<file path="src/rtl/spi_flash_ctrl.sv">
// Single-byte SPI NOR flash controller (mode 0, 24-bit address): READ, or WREN + PAGE PROGRAM + RDSR polling.
// Completion is a one-cycle oDone pulse; oDataOut holds the last byte read.
module spi_flash_ctrl #(
  parameter int CLK_FREQ = 100_000_000,
  parameter int FREQ     = 400_000
) (
  input  logic        iClk,
  input  logic        iRst,
  input  logic        iWr,
  input  logic        iRd,
  input  logic [31:0] iAddr,
  input  logic [7:0]  iDataIn,
  output logic [7:0]  oDataOut,
  output logic        oDone,
  output logic        oSpiCs,
  output logic        oSpiClk,
  output logic        oSpiMosi,
  input  logic        iSpiMiso
);

  localparam int HALF_RAW = CLK_FREQ / (2 * FREQ);
  localparam int HALF     = (HALF_RAW < 1) ? 1 : HALF_RAW;
  localparam int DW       = (HALF > 1) ? $clog2(HALF) : 1;
  localparam logic [DW-1:0] DIV_MAX = DW'(HALF - 1);

  localparam logic [1:0] PH_WREN = 2'd0;
  localparam logic [1:0] PH_PP   = 2'd1;
  localparam logic [1:0] PH_RDSR = 2'd2;

  typedef enum logic [2:0] {IDLE, CS_SETUP, SHIFT, CS_HOLD, GAP, DONE} state_t;

  state_t        state_q;
  logic [DW-1:0] div_q, div_d;
  logic [5:0]    bit_q, nbits_q, nbits_d;
  logic [39:0]   sh_q, frame_d;
  logic [7:0]    rx_q, data_q;
  logic [23:0]   addr_q;
  logic [1:0]    phase_q;
  logic          is_rd_q;
  logic          rd_q, rd_prev_q, wr_q, wr_prev_q;
  logic          rd_rise, wr_rise, half_hit;
  logic          unused_addr_hi;

  assign unused_addr_hi = ^iAddr[31:24];

  always_ff @(posedge iClk or negedge iRst) begin
    if (!iRst) begin
      rd_q      <= 1'b0;
      rd_prev_q <= 1'b0;
      wr_q      <= 1'b0;
      wr_prev_q <= 1'b0;
    end else begin
      rd_q      <= iRd;
      rd_prev_q <= rd_q;
      wr_q      <= iWr;
      wr_prev_q <= wr_q;
    end
  end

  assign rd_rise  = rd_q & ~rd_prev_q;
  assign wr_rise  = wr_q & ~wr_prev_q;
  assign half_hit = (div_q == DIV_MAX);
  assign div_d    = div_q + DW'(1);

  // Next frame to launch: from IDLE it is READ or WREN, later frames follow the write phase.
  always_comb begin
    frame_d = {8'h05, 32'h0};
    nbits_d = 6'd16;
    if (state_q == IDLE) begin
      if (rd_rise) begin
        frame_d = {8'h03, iAddr[23:0], 8'h00};
        nbits_d = 6'd40;
      end else begin
        frame_d = {8'h06, 32'h0};
        nbits_d = 6'd8;
      end
    end else if (phase_q == PH_WREN) begin
      frame_d = {8'h02, addr_q, data_q};
      nbits_d = 6'd40;
    end
  end

  always_ff @(posedge iClk or negedge iRst) begin
    if (!iRst) begin
      state_q  <= IDLE;
      div_q    <= '0;
      bit_q    <= '0;
      nbits_q  <= '0;
      sh_q     <= '0;
      rx_q     <= '0;
      addr_q   <= '0;
      data_q   <= '0;
      phase_q  <= PH_WREN;
      is_rd_q  <= 1'b0;
      oDataOut <= '0;
      oDone    <= 1'b0;
      oSpiCs   <= 1'b1;
      oSpiClk  <= 1'b0;
      oSpiMosi <= 1'b0;
    end else begin
      oDone <= 1'b0;
      div_q <= (half_hit || state_q == IDLE) ? '0 : div_d;
      case (state_q)
        IDLE: begin
          if (rd_rise || wr_rise) begin
            is_rd_q  <= rd_rise;
            phase_q  <= PH_WREN;
            addr_q   <= iAddr[23:0];
            data_q   <= iDataIn;
            sh_q     <= frame_d;
            nbits_q  <= nbits_d;
            bit_q    <= '0;
            oSpiMosi <= frame_d[39];
            oSpiCs   <= 1'b0;
            state_q  <= CS_SETUP;
          end
        end
        CS_SETUP: begin
          if (half_hit) begin
            oSpiClk <= 1'b1;
            rx_q    <= {rx_q[6:0], iSpiMiso};
            state_q <= SHIFT;
          end
        end
        SHIFT: begin
          if (half_hit) begin
            if (!oSpiClk) begin
              oSpiClk <= 1'b1;
              rx_q    <= {rx_q[6:0], iSpiMiso};
            end else begin
              oSpiClk <= 1'b0;
              if (bit_q == nbits_q - 6'd1) begin
                state_q <= CS_HOLD;
              end else begin
                bit_q    <= bit_q + 6'd1;
                sh_q     <= {sh_q[38:0], 1'b0};
                oSpiMosi <= sh_q[38];
              end
            end
          end
        end
        CS_HOLD: begin
          if (half_hit) begin
            oSpiCs   <= 1'b1;
            oSpiMosi <= 1'b0;
            state_q  <= GAP;
          end
        end
        GAP: begin
          // rx_q still holds the status byte of the RDSR frame that just ended.
          if (half_hit) begin
            if (is_rd_q || (phase_q == PH_RDSR && !rx_q[0])) begin
              state_q <= DONE;
            end else begin
              phase_q  <= (phase_q == PH_WREN) ? PH_PP : PH_RDSR;
              sh_q     <= frame_d;
              nbits_q  <= nbits_d;
              bit_q    <= '0;
              oSpiMosi <= frame_d[39];
              oSpiCs   <= 1'b0;
              state_q  <= CS_SETUP;
            end
          end
        end
        DONE: begin
          oDone   <= 1'b1;
          if (is_rd_q) oDataOut <= rx_q;
          state_q <= IDLE;
        end
        default: state_q <= IDLE;
      endcase
    end
  end

endmodule

</file>
<file path="config.mk">
export PLATFORM = sky130hd
export DESIGN_NAME = spi_flash_ctrl
export DESIGN_NICKNAME = d
export VERILOG_FILES = /design/src/rtl/spi_flash_ctrl.sv
export SDC_FILE = /design/constraint.sdc
export NUM_CORES = 1
export LEC_CHECK = 0
export ABC_AREA = 1
export BUFFER_PORTS_ARGS = -buffer_cell sky130_fd_sc_hd__buf_4
export CAP_MARGIN = 20
export CORE_ASPECT_RATIO = 1.5
export CORE_UTILIZATION = 64
export DETAILED_ROUTE_END_ITERATION = 10
export HOLD_SLACK_MARGIN = 0.08
export PLACE_DENSITY = 0.85
export SYNTH_ARGS = -nofsm -noshare
export SYNTH_HDL_FRONTEND = slang
export SYNTH_SLANG_ARGS = --single-unit
</file>
<file path="constraint.sdc">
create_clock -name iClk -period 4.72 [get_ports iClk]
set_input_delay 0 -clock iClk [delete_from_list [all_inputs] [get_ports iClk]]
set_output_delay 0 -clock iClk [all_outputs]
set_load 0.01 [all_outputs]
</file>
# Word-level counts from Yosys, hierarchy flattened
# Cells that the tools add are included.
word_totals:
  ff_bits: 120
  output_inout_bits: 12
  word_cells: 125
  in_bits: 45
classes:
  addsub: 3
  reduce_logical: 21
  muxes: 60
  eq_ne: 18
  bitwise: 4
op_table:
  columns: ["cell", "count"]
  rows:
  - ["two-way mux 39 bit", 6]
  - ["case mux 39 bit (3 select lines)", 1]
  - ["two-way mux 35 bit", 3]
  - ["two-way mux 6 bit", 12]
  - ["two-way mux 3 bit", 8]
  - ["two-way mux 8 bit", 3]
  - ["inequality test 2 bit (second input constant)", 9]
  - ["case mux 6 bit (3 select lines)", 1]
  - ["case mux 8 bit (2 select lines)", 1]
  - ["case mux 3 bit (5 select lines)", 1]
  - ["two-way mux 1 bit", 14]
  - ["AND reduction 7 bit", 2]
  - ["case mux 6 bit (2 select lines)", 1]
  - ["two-way mux 2 bit", 4]
  - ["AND reduction 4 bit", 2]
  - ["AND reduction 8 bit", 1]
  - ["adder 7 x 1 -> 7 bit (second input constant)", 1]
  - ["== test 7 bit (second input constant)", 1]
  - ["two-way mux 7 bit", 1]
  - ["adder 6 x 1 -> 6 bit (second input constant)", 1]
  - ["== test 3 x 2 -> 1 bit (second input constant)", 2]
  - ["== test 3 bit (second input constant)", 2]
  - ["== test 6 bit", 1]
  - ["nonzero test 3 bit", 2]
  - ["20 further kinds", 26]

# Logic depth before layout (Yosys ltp)
# Gate-level depths: netlist of the first run.
logic_depth:
  word_depth: 7
  mapped_depth: 12
  depth_no_buf: 11

# Least setup slack after synthesis of the first run
# Ideal clock, no wire load.
synth_timing:
  path_type: "register -> register"
  start: "register div_q[0]"
  end: "register bit_q[4]"
  required_time_ps: 4603
  path_stages_with_launch: 13
  arrival_ps: 1529
  path_buffers: 1
  setup_slack_ps: 3074
  synth_period_minus_slack_ps: 1646
  setup_time_ps: 117
  path_cell_list: "dfrtp_1 > inv_1 > ha_1 > nand2_1 > inv_1 > nand2_1 > nand2_1 > nand3_1 > nor2_4 > nand2_2 > buf_2 > nand2_1 > nand2_1"
synth_between:
  elab_chain_len: 3
  elab_cells_between_ends: 4
  classes_between: "eq/ne: 3; reduce/logical: 1"
synth_rtl:
  columns: ["element", "line_no", "source"]
  rows:
  - ["from (decl)", "33", "logic [DW-1:0] div_q, div_d;"]
  - ["from (signal assigned)", "102", "div_q <= (half_hit || state_q == IDLE) ? '0 : div_d;"]
  - ["== test 7 bit (*)", "62", "assign half_hit = (div_q == DIV_MAX);"]
  - ["inequality test 2 bit (no source line)", null, null]
  - ["AND reduction 7 bit (no source line) (*)", null, null]
  - ["to (signal assigned)", "135", "bit_q <= bit_q + 6'd1;"]
  - ["to (decl)", "34", "logic [5:0] bit_q, nbits_q, nbits_d;"]
# Every way passes the cells marked *; elsewhere a longest branch is shown, timed or not.
# A chain may end at the register's enable or synchronous reset.

# Worst setup path in the final report of the first run
layout_timing:
  start: "register state_q[2]"
  end: "register sh_q[4]"
layout_between:
  elab_chain_len: 5
  elab_cells_between_ends: 16
  classes_between: "eq/ne: 8; mux: 5; reduce/logical: 3"
layout_rtl:
  columns: ["element", "line_no", "source"]
  rows:
  - ["from (decl)", "32", "state_t state_q;"]
  - ["from (signal assigned)", "85", "state_q <= IDLE;"]
  - ["from (signal assigned)", "115", "state_q <= CS_SETUP;"]
  - ["from (signal assigned)", "122", "state_q <= SHIFT;"]
  - ["zero test 3 bit", "69, 103", null]
  - ["two-way mux 35 bit", "69", "if (state_q == IDLE) begin"]
  - ["two-way mux 39 bit", "152", "if (is_rd_q || (phase_q == PH_RDSR && !rx_q[0])) begin"]
  - ["two-way mux 39 bit", "151", "if (half_hit) begin"]
  - ["case mux 39 bit (3 select lines)", "103", "case (state_q)"]
  - ["to (signal assigned)", "110", "sh_q <= frame_d;"]
  - ["to (signal assigned)", "136", "sh_q <= {sh_q[38:0], 1'b0};"]
  - ["to (signal assigned)", "156", "sh_q <= frame_d;"]
  - ["to (decl)", "35", "logic [39:0] sh_q, frame_d;"]
# Parallel ways exist; a longest one is shown, timed or not. The select of a mux whose other input is x is not followed.

==> metrics.yaml, run 1 <==
p_leak_nw: 3.80
syn_area_per_cell_sq_um: 7.36
hold_buffers: 36
ant_nets: 0
status: "completed"
diodes: 0
cts_buffer_depth: 2
synth_nets: 826
die_area_sq_um: 9330
insertion_delay_ps: 410
drv_cap: 0
ys_seq_area_frac: 0.512
start_util: 0.668
yosys_warnings: 0
finalHoldViolations: 0
yosysTopAreaCell: "dfrtp_1"
grt_pass1_wl_um: 24300
max_stage_delay_ps: 820
die_w_um: 79.2
syn_inst: 777
combPwrFrac: 0.408
first_iter_violations: 554
num_vias: 5485
clock_sink_count: 117
p_switching_w: 0.00190
areaGrowthSynthToFinish_pct: 22.7
routed_via_density: 5.67
synth.top_cell.area_share: 0.507
fmax_ghz: 0.293
worstPathRequired_ps: 5010
nFillCells: 516
io_pins: 57
cts_resized: 0
multiInputGateArea_sq_um: 2470
grt_setup_unrepaired: "no"
drc: 0
cts_setup_buffers: 0
core_area_sq_um: 8570
wl_per_cell_um: 14.9
ys_seq_elements: 117
post-dp-hpwl_um: 8000
p_seq_frac: 0.338
clkTransAtPathRegs_ps: 50
postRouteWirelength_um: 14400
grt_overflow: 0
first_global_vias: 5478
synth_area_sq_um: 5720
p_clk_frac: 0.254
grt_use_total: 0.334
peakVddDrop_v: 0.000511
antenna_found_initial: 0
relSlewSlack: 0.257
root_buffer: "clkbuf_16"
synth_edf_count: 0
worstSetupStartpointType: "flip-flop"
layout-drive-gt1-share: 0.115
drv_slew: 0
p_int_w: 0.00262
fin_crit_sh: 0.723
dr.pass1.iters: 6
tightest_slew_ps: 1110
power.density_nw_per_um2: 644
placementRows: 41
synth.distinct_cells: 27
finalInstanceArea_sq_um: 7020
htreeDepth: 4
switching_share: 0.420
cts-buffers-inserted: 17
worst_path_max_delay_cell: "nor2_4"
crit_type: "flip-flop to flip-flop"
path_common_cell: "nand2_1"
end_kind: "flip-flop"
die_y_um: 118
wl_met2_um: 7560
setup_viol: 0
worstPathMaxFanout: 46
top_layer: "met4"
fin_nets: 899
fin_crit_ps: 3410
ys.flop_type: "dfrtp_1"
postPlaceCellArea_sq_um: 6090
m1WireLength_um: 5590
path_cells: "inv_2 > nand3_2 > buf_4 > nand2_1 > nand2_1 > nor2_4 > nand2_2 > nand2_1 > nand2_1"
crit_arrival_ps: 3700
portBuffers: 48
tns_ps: 0
cts_tree: "yes"
instances_no_fill: 967
finClkSkew_ps: 7.60
dpl.cell_count: 900
ys_top_cells_by_area: "dfrtp_1, nand2_1, nand3_1, inv_1, nor2_1"
seqCellArea_sq_um: 2930
finalPower_w: 0.00453
async_reset_ff_frac: 1.00
gp_congestion: 0.797
wl_met3_um: 844
grt_start_max_net_pins: 89
min_path_type: "input port to asynchronous set/reset pin"
==> stage by stage <==
step	worst slack [ps]	hold slack, ps	utilization
finish	1310	61.7	0.820
global route	1020	104	0.820
CTS	1430	233	0.815
detailed placement	1460	112	0.711
global placement	1540	111	0.711
floorplan	3070	-296	-
==> final timing paths <==
check                             to  cells past startpoint  slack (ps)  startpoint
min                         div_q[3]                      2          60        iRst
min reg2reg                wr_prev_q                      0         380        wr_q
min in group iClk               rd_q                      2         240         iRd
max                          sh_q[4]                      9        1310  state_q[2]
max reg2reg                  sh_q[4]                      9        1310  state_q[2]
max in group asynchronous   sh_q[37]                      4        3570        iRst
==> worst max-delay path: cells and delay by family, from the launching register on <==
kind / cells / cell delay (ps)
simple gates: 7 / 2390
flops: 1 / 440
buf+inv: 2 / 430
==> logic make-up (layout without fill, tap and decap cells) <==
group	count (synthesis)	count (layout)	synth area share
AOI/OAI and AO/OA	40	40	0.0365
xor gates and xnor gates	2	2	0.00306
adders and majority gates	4	4	0.00875
buffers and inverters	80	163	0.0566
DFF	117	117	0.512
muxes	1	1	0.00197
and+or+nand+nor	533	533	0.381
==> flip-flops by register name, summed over array words and instances (netlist names), 2 cells and up <==
name      count
div_q         7
sh_q         39
phase_q       2
rx_q          8
nbits_q       3
data_q        8
state_q       3
bit_q         6
oDataOut      8
addr_q       24
==> area by class of cell <==
| class | count | area share |
|---|---|---|
| Timing Repair Buffer | 91 | 0.114 |
| Tap cell | 107 | 0.0191 |
| Multi-Input combinational cell | 580 | 0.352 |
| Sequential cell | 117 | 0.417 |
| Clock inverter | 5 | 0.00356 |
| Inverter | 43 | 0.0230 |
| Clock buffer | 24 | 0.0714 |
==> cell usage after synthesis (2+ instances only) <==
| cell type | number |
|---|---|
| a21oi_1 | 3 |
| a31oi_1 | 2 |
| o21ai_0 | 20 |
| buf_2 | 19 |
| nand4_1 | 2 |
| dfrtp_1 | 116 |
| ha_1 | 4 |
| nor2_1 | 30 |
| inv_1 | 35 |
| nand3_1 | 109 |
| nand2_1 | 381 |
| o21ai_1 | 13 |
| nor3b_1 | 2 |
| nand3b_1 | 2 |
| inv_2 | 8 |
| nor3_1 | 2 |
| nor2_2 | 2 |
| clkbuf_1 | 18 |
==> power by group through the flow <==
stage | registers (W) | logic [W] | clock network [W]
after floorplan | 0.00149 | 0.00137 | 0
after global placement | 0.00151 | 0.00167 | 0
after detailed placement | 0.00153 | 0.00173 | 0
after CTS | 0.00152 | 0.00178 | 0.00114
after global routing | 0.00155 | 0.00211 | 0.00120
final | 0.00153 | 0.00185 | 0.00115
==> metal layers <==
layer  GRT usage  vias up
met1       0.387     2618
li1            -     2588
met3      0.0837       45
met4       0.139        0
met2       0.579      234
met5           0        -
==> cell usage in the layout, fill, tap and decap left out <==
cell | netlist | final
a21oi_1 | 3 | 3
o21ai_0 | 20 | 20
nand3_1 | 109 | 109
nand3_2 | 1 | 1
o21bai_1 | 1 | 1
a31oi_1 | 2 | 2
clkbuf_8 | 0 | 5
mux2_2 | 1 | 1
clkinv_2 | 0 | 5
inv_2 | 8 | 8
nor2_2 | 2 | 3
buf_4 | 0 | 53
dfrtp_1 | 116 | 116
o21ai_2 | 1 | 1
dlygate4sd3_1 | 0 | 36
buf_8 | 0 | 1
nand4_1 | 2 | 2
clkbuf_1 | 18 | 2
inv_1 | 35 | 35
xor2_1 | 1 | 1
nor3_1 | 2 | 2
nor3b_1 | 2 | 2
nand2_2 | 1 | 1
buf_16 | 0 | 1
nor2_4 | 1 | 1
dfstp_2 | 1 | 1
nor2_1 | 30 | 29
nand2_1 | 381 | 381
clkbuf_16 | 0 | 17
xnor2_1 | 1 | 1
o21ai_1 | 13 | 13
nand3b_1 | 2 | 2
ha_1 | 4 | 4
(Power assumes the default switching activity.)
==> run 2: changes to the inputs <==
--- a/config.mk
+++ b/config.mk
@@ -5,14 +5,14 @@
 export SDC_FILE = /design/constraint.sdc
 export NUM_CORES = 1
 export LEC_CHECK = 0
-export ABC_AREA = 1
+export ABC_AREA = 0
 export BUFFER_PORTS_ARGS = -buffer_cell sky130_fd_sc_hd__buf_4
 export CAP_MARGIN = 20
 export CORE_ASPECT_RATIO = 1.5
-export CORE_UTILIZATION = 64
+export CORE_UTILIZATION = 53
 export DETAILED_ROUTE_END_ITERATION = 10
 export HOLD_SLACK_MARGIN = 0.08
-export PLACE_DENSITY = 0.85
+export PLACE_DENSITY = 0.76
 export SYNTH_ARGS = -nofsm -noshare
 export SYNTH_HDL_FRONTEND = slang
 export SYNTH_SLANG_ARGS = --single-unit
==> constraint.sdc (replaced) <==
create_clock -name iClk -period 3.08 [get_ports iClk]
set_input_delay 0 -clock iClk [delete_from_list [all_inputs] [get_ports iClk]]
set_output_delay 0 -clock iClk [all_outputs]
set_load 0.01 [all_outputs]
==> metrics.yaml, run 2 <==
status: "finished, violations left"
violations: "DRC"
fin_nets: 611  # -32%
finalHoldViolations: 0  # unchanged
r2r-start: "div_q[0]"
htreeDepth: 4  # unchanged
routed_via_density: 5.60  # -1.2%
synth_nets: 524  # -37%
cts_setup_buffers: 0  # unchanged
grt_pass1_wl_um: 18900  # -22%
final_cell_mix: "dfrtp_1, mux2_2, nor2_1"
antenna_found_initial: 0  # unchanged
setup_viol: 0  # unchanged
cts_buffer_depth: 2  # unchanged
wl_per_cell_um: 15.7  # +5.6%
power.density_nw_per_um2: 660  # +2.4%
p_leak_nw: 3.21  # -16%
cts-buffers-inserted: 17  # unchanged
clock_sink_count: 117  # unchanged
worst_path_max_delay_cell: "nor4_1"
grt_use_total: 0.227  # -0.107
finClkSkew_ps: 5.22  # -2.38 ps
post-dp-hpwl_um: 6340  # -21%
switching_share: 0.239  # -0.181
peakVddDrop_v: 0.000501  # -2.0%
syn_area_per_cell_sq_um: 11.4  # +55%
syn_inst: 475  # -39%
reg_top3: "sh_q x39, addr_q x24"
gp_congestion: 0.786  # -1.3%
placementRows: 44  # +7.3%
dp_slack_ps: 667  # -791 ps
portBuffers: 48  # unchanged
ys_top_cells_by_area: "dfrtp_1, mux2_2, nor2_1, a221oi_1, nand2_1"
root_buffer: "clkbuf_16"
fin_crit_ps: 2470  # -942 ps
p_int_w: 0.00346  # +32%
relSlewSlack: 0.540  # +0.284
yosys_warnings: 0  # unchanged
core_area_sq_um: 9800  # +14%
max_stage_delay_ps: 520  # -300 ps
synth_edf_count: 0  # unchanged
worstPathRequired_ps: 3370  # -1640 ps
setup_slack_ps: 610  # -698 ps
ant_nets: 0  # unchanged
crit_arrival_ps: 2760  # -940 ps
combPwrFrac: 0.131  # -0.277
insertion_delay_ps: 410  # about the same
synth.most_common_cell: "dfrtp_1"
synth_area_sq_um: 5420  # -5.4%
cts_tree: "yes"
cts_resized: 0  # unchanged
ys_seq_area_frac: 0.541  # +0.0290
async_reset_ff_frac: 1.00  # unchanged
reg2reg_depth: 8  # -1
yosysTopAreaCell: "dfrtp_1"
clkTransAtPathRegs_ps: 50  # about the same
tns_ps: 0  # unchanged
die_area_sq_um: 10600  # +14%
grt_start_max_net_pins: 118  # +33%
synth.top_cell.area_share: 0.536  # +0.0287
crit_type: "flip-flop to flip-flop"
grt_setup_unrepaired: "no"
p_seq_frac: 0.424  # +0.086
hold_buffers: 36  # unchanged
die_y_um: 126  # +6.8%
first_iter_violations: 175  # -68%
areaGrowthSynthToFinish_pct: 27.2
top_register: "sh_q"
yosys-top-cells-count: "dfrtp_1, mux2_2, nor2_1"
drc: 8  # +8
layout_commonest_cell: "dfrtp_1"
postRouteWirelength_um: 10900  # -25%
ff2ff_setup_slack_ps: 610  # -700 ps
r2r_end: "sh_q[17]"
tightest_slew_ps: 689  # -423 ps
layout-drive-gt1-share: 0.313  # +0.198
worstPathMaxFanout: 41  # -11%
grt_overflow: 0  # unchanged
fin_crit_sh: 0.802  # +0.0789
dr.pass1.iters: 7  # +1
synth.distinct_cells: 44  # +63%
drv_cap: 0  # unchanged
min_path_type: "input port to asynchronous set/reset pin"
largest_reg_flops: 39  # unchanged
die_w_um: 84.5  # +6.7%
first_global_vias: 3979  # -27%
drv_slew: 0  # unchanged
num_vias: 3866  # -30%
io_pins: 57  # unchanged
fmax_ghz: 0.405  # +38%
ys.flop_type: "dfrtp_1"
worstSetupStartpointType: "flip-flop"
start_util: 0.553  # -0.115
p_clk_frac: 0.444  # +0.190
end_kind: "flip-flop"
diodes: 0  # unchanged
p_switching_w: 0.00109  # -43%
ys_seq_elements: 117  # unchanged
path_cells: "inv_1 > ha_1 > nand2_1 > nor4_1 > nor2_1 > a211oi_4 > buf_12 > mux2_2"
==> run 2: cell count changes after synthesis, sizes merged, moves of 5 or more <==
| cell | delta |
|---|---|
| inv | -26 |
| o21ai | -24 |
| mux2i | +6 |
| nor3 | +6 |
| a221oi | +24 |
| mux2 | +85 |
| a21oi | +6 |
| buf | -12 |
| nor2 | +34 |
| nand3 | -95 |
| nand2 | -346 |
| and3 | +5 |
==> run 2: stage by stage <==
step	instances	hold slack [ps]	utilization	power (W)	area, sq um
after CTS	690	239	0.703	0.00456	6890
after global routing	690	246	0.703	0.00475	6890
after floorplan	475	-296	-	0.00232	5420
after detailed placement	622	110	0.604	0.00251	5920
after global placement	622	112	0.604	0.00247	5920
final	690	222	0.703	0.00454	6890
==> run 2: worst max path at each step <==
stage / from / depth (start not counted) / slack, ps / to
floorplan: nbits_q[3] / 8 / 890 / sh_q[30]
global placement: div_q[0] / 8 / 720 / sh_q[5]
detailed placement: div_q[0] / 8 / 670 / sh_q[4]
CTS: div_q[0] / 8 / 650 / sh_q[8]
global route: div_q[0] / 8 / 400 / sh_q[17]
finish: div_q[0] / 8 / 610 / sh_q[17]
==> run 2: worst max-delay path, delay by kind of cell (launching register included) <==
kind                     cells  cell delay [ps]
adder cells (fa/ha/maj)      1              140
flip-flops                   1              410
buffers and inverters        2              360
AND/OR/NAND/NOR              3              770
multiplexers                 1              380
AO/OA/AOI/OAI                1              280
==> run 2: cell families after synthesis <==
logic type | count (synthesis) | synth area share
AOI/OAI and AO/OA | 57 | 0.0783
xor gates and xnor gates | 9 | 0.0171
adders and majority gates | 4 | 0.00924
buffers and inverters | 45 | 0.0377
DFF | 117 | 0.541
muxes | 92 | 0.190
and+or+nand+nor | 151 | 0.127
==> run 2: power by group through the flow <==
stage,clock (W),sequential [W],combinational (W)
5_1_grt,0.00212,0.00195,0.000675
3_5_place_dp,0,0.00195,0.000559
2_1_floorplan,0,0.00191,0.000408
3_3_place_gp,0,0.00193,0.000534
6_report,0.00202,0.00193,0.000596
4_1_cts,0.00204,0.00193,0.000600
==> run 2: area by class of cell <==
cell class,instances,area (sq um)
flip-flops and latches,117,2930
fillers,650,2910
multi-input cells,313,2300
repair buffers,96,836
clock buffers,23,488
well taps,115,144
clock inverters,9,124
inverters,17,63.8
==> run 2: metal layers <==
| layer | share of wire | track usage | wire, um |
|---|---|---|---|
| met1 | 0.42 | 0.277 | 4560 |
| met5 | 0 | 0 | 0 |
| met2 | 0.53 | 0.387 | 5750 |
| met4 | 0.019 | 0.0927 | 204 |
| met3 | 0.033 | 0.0537 | 354 |
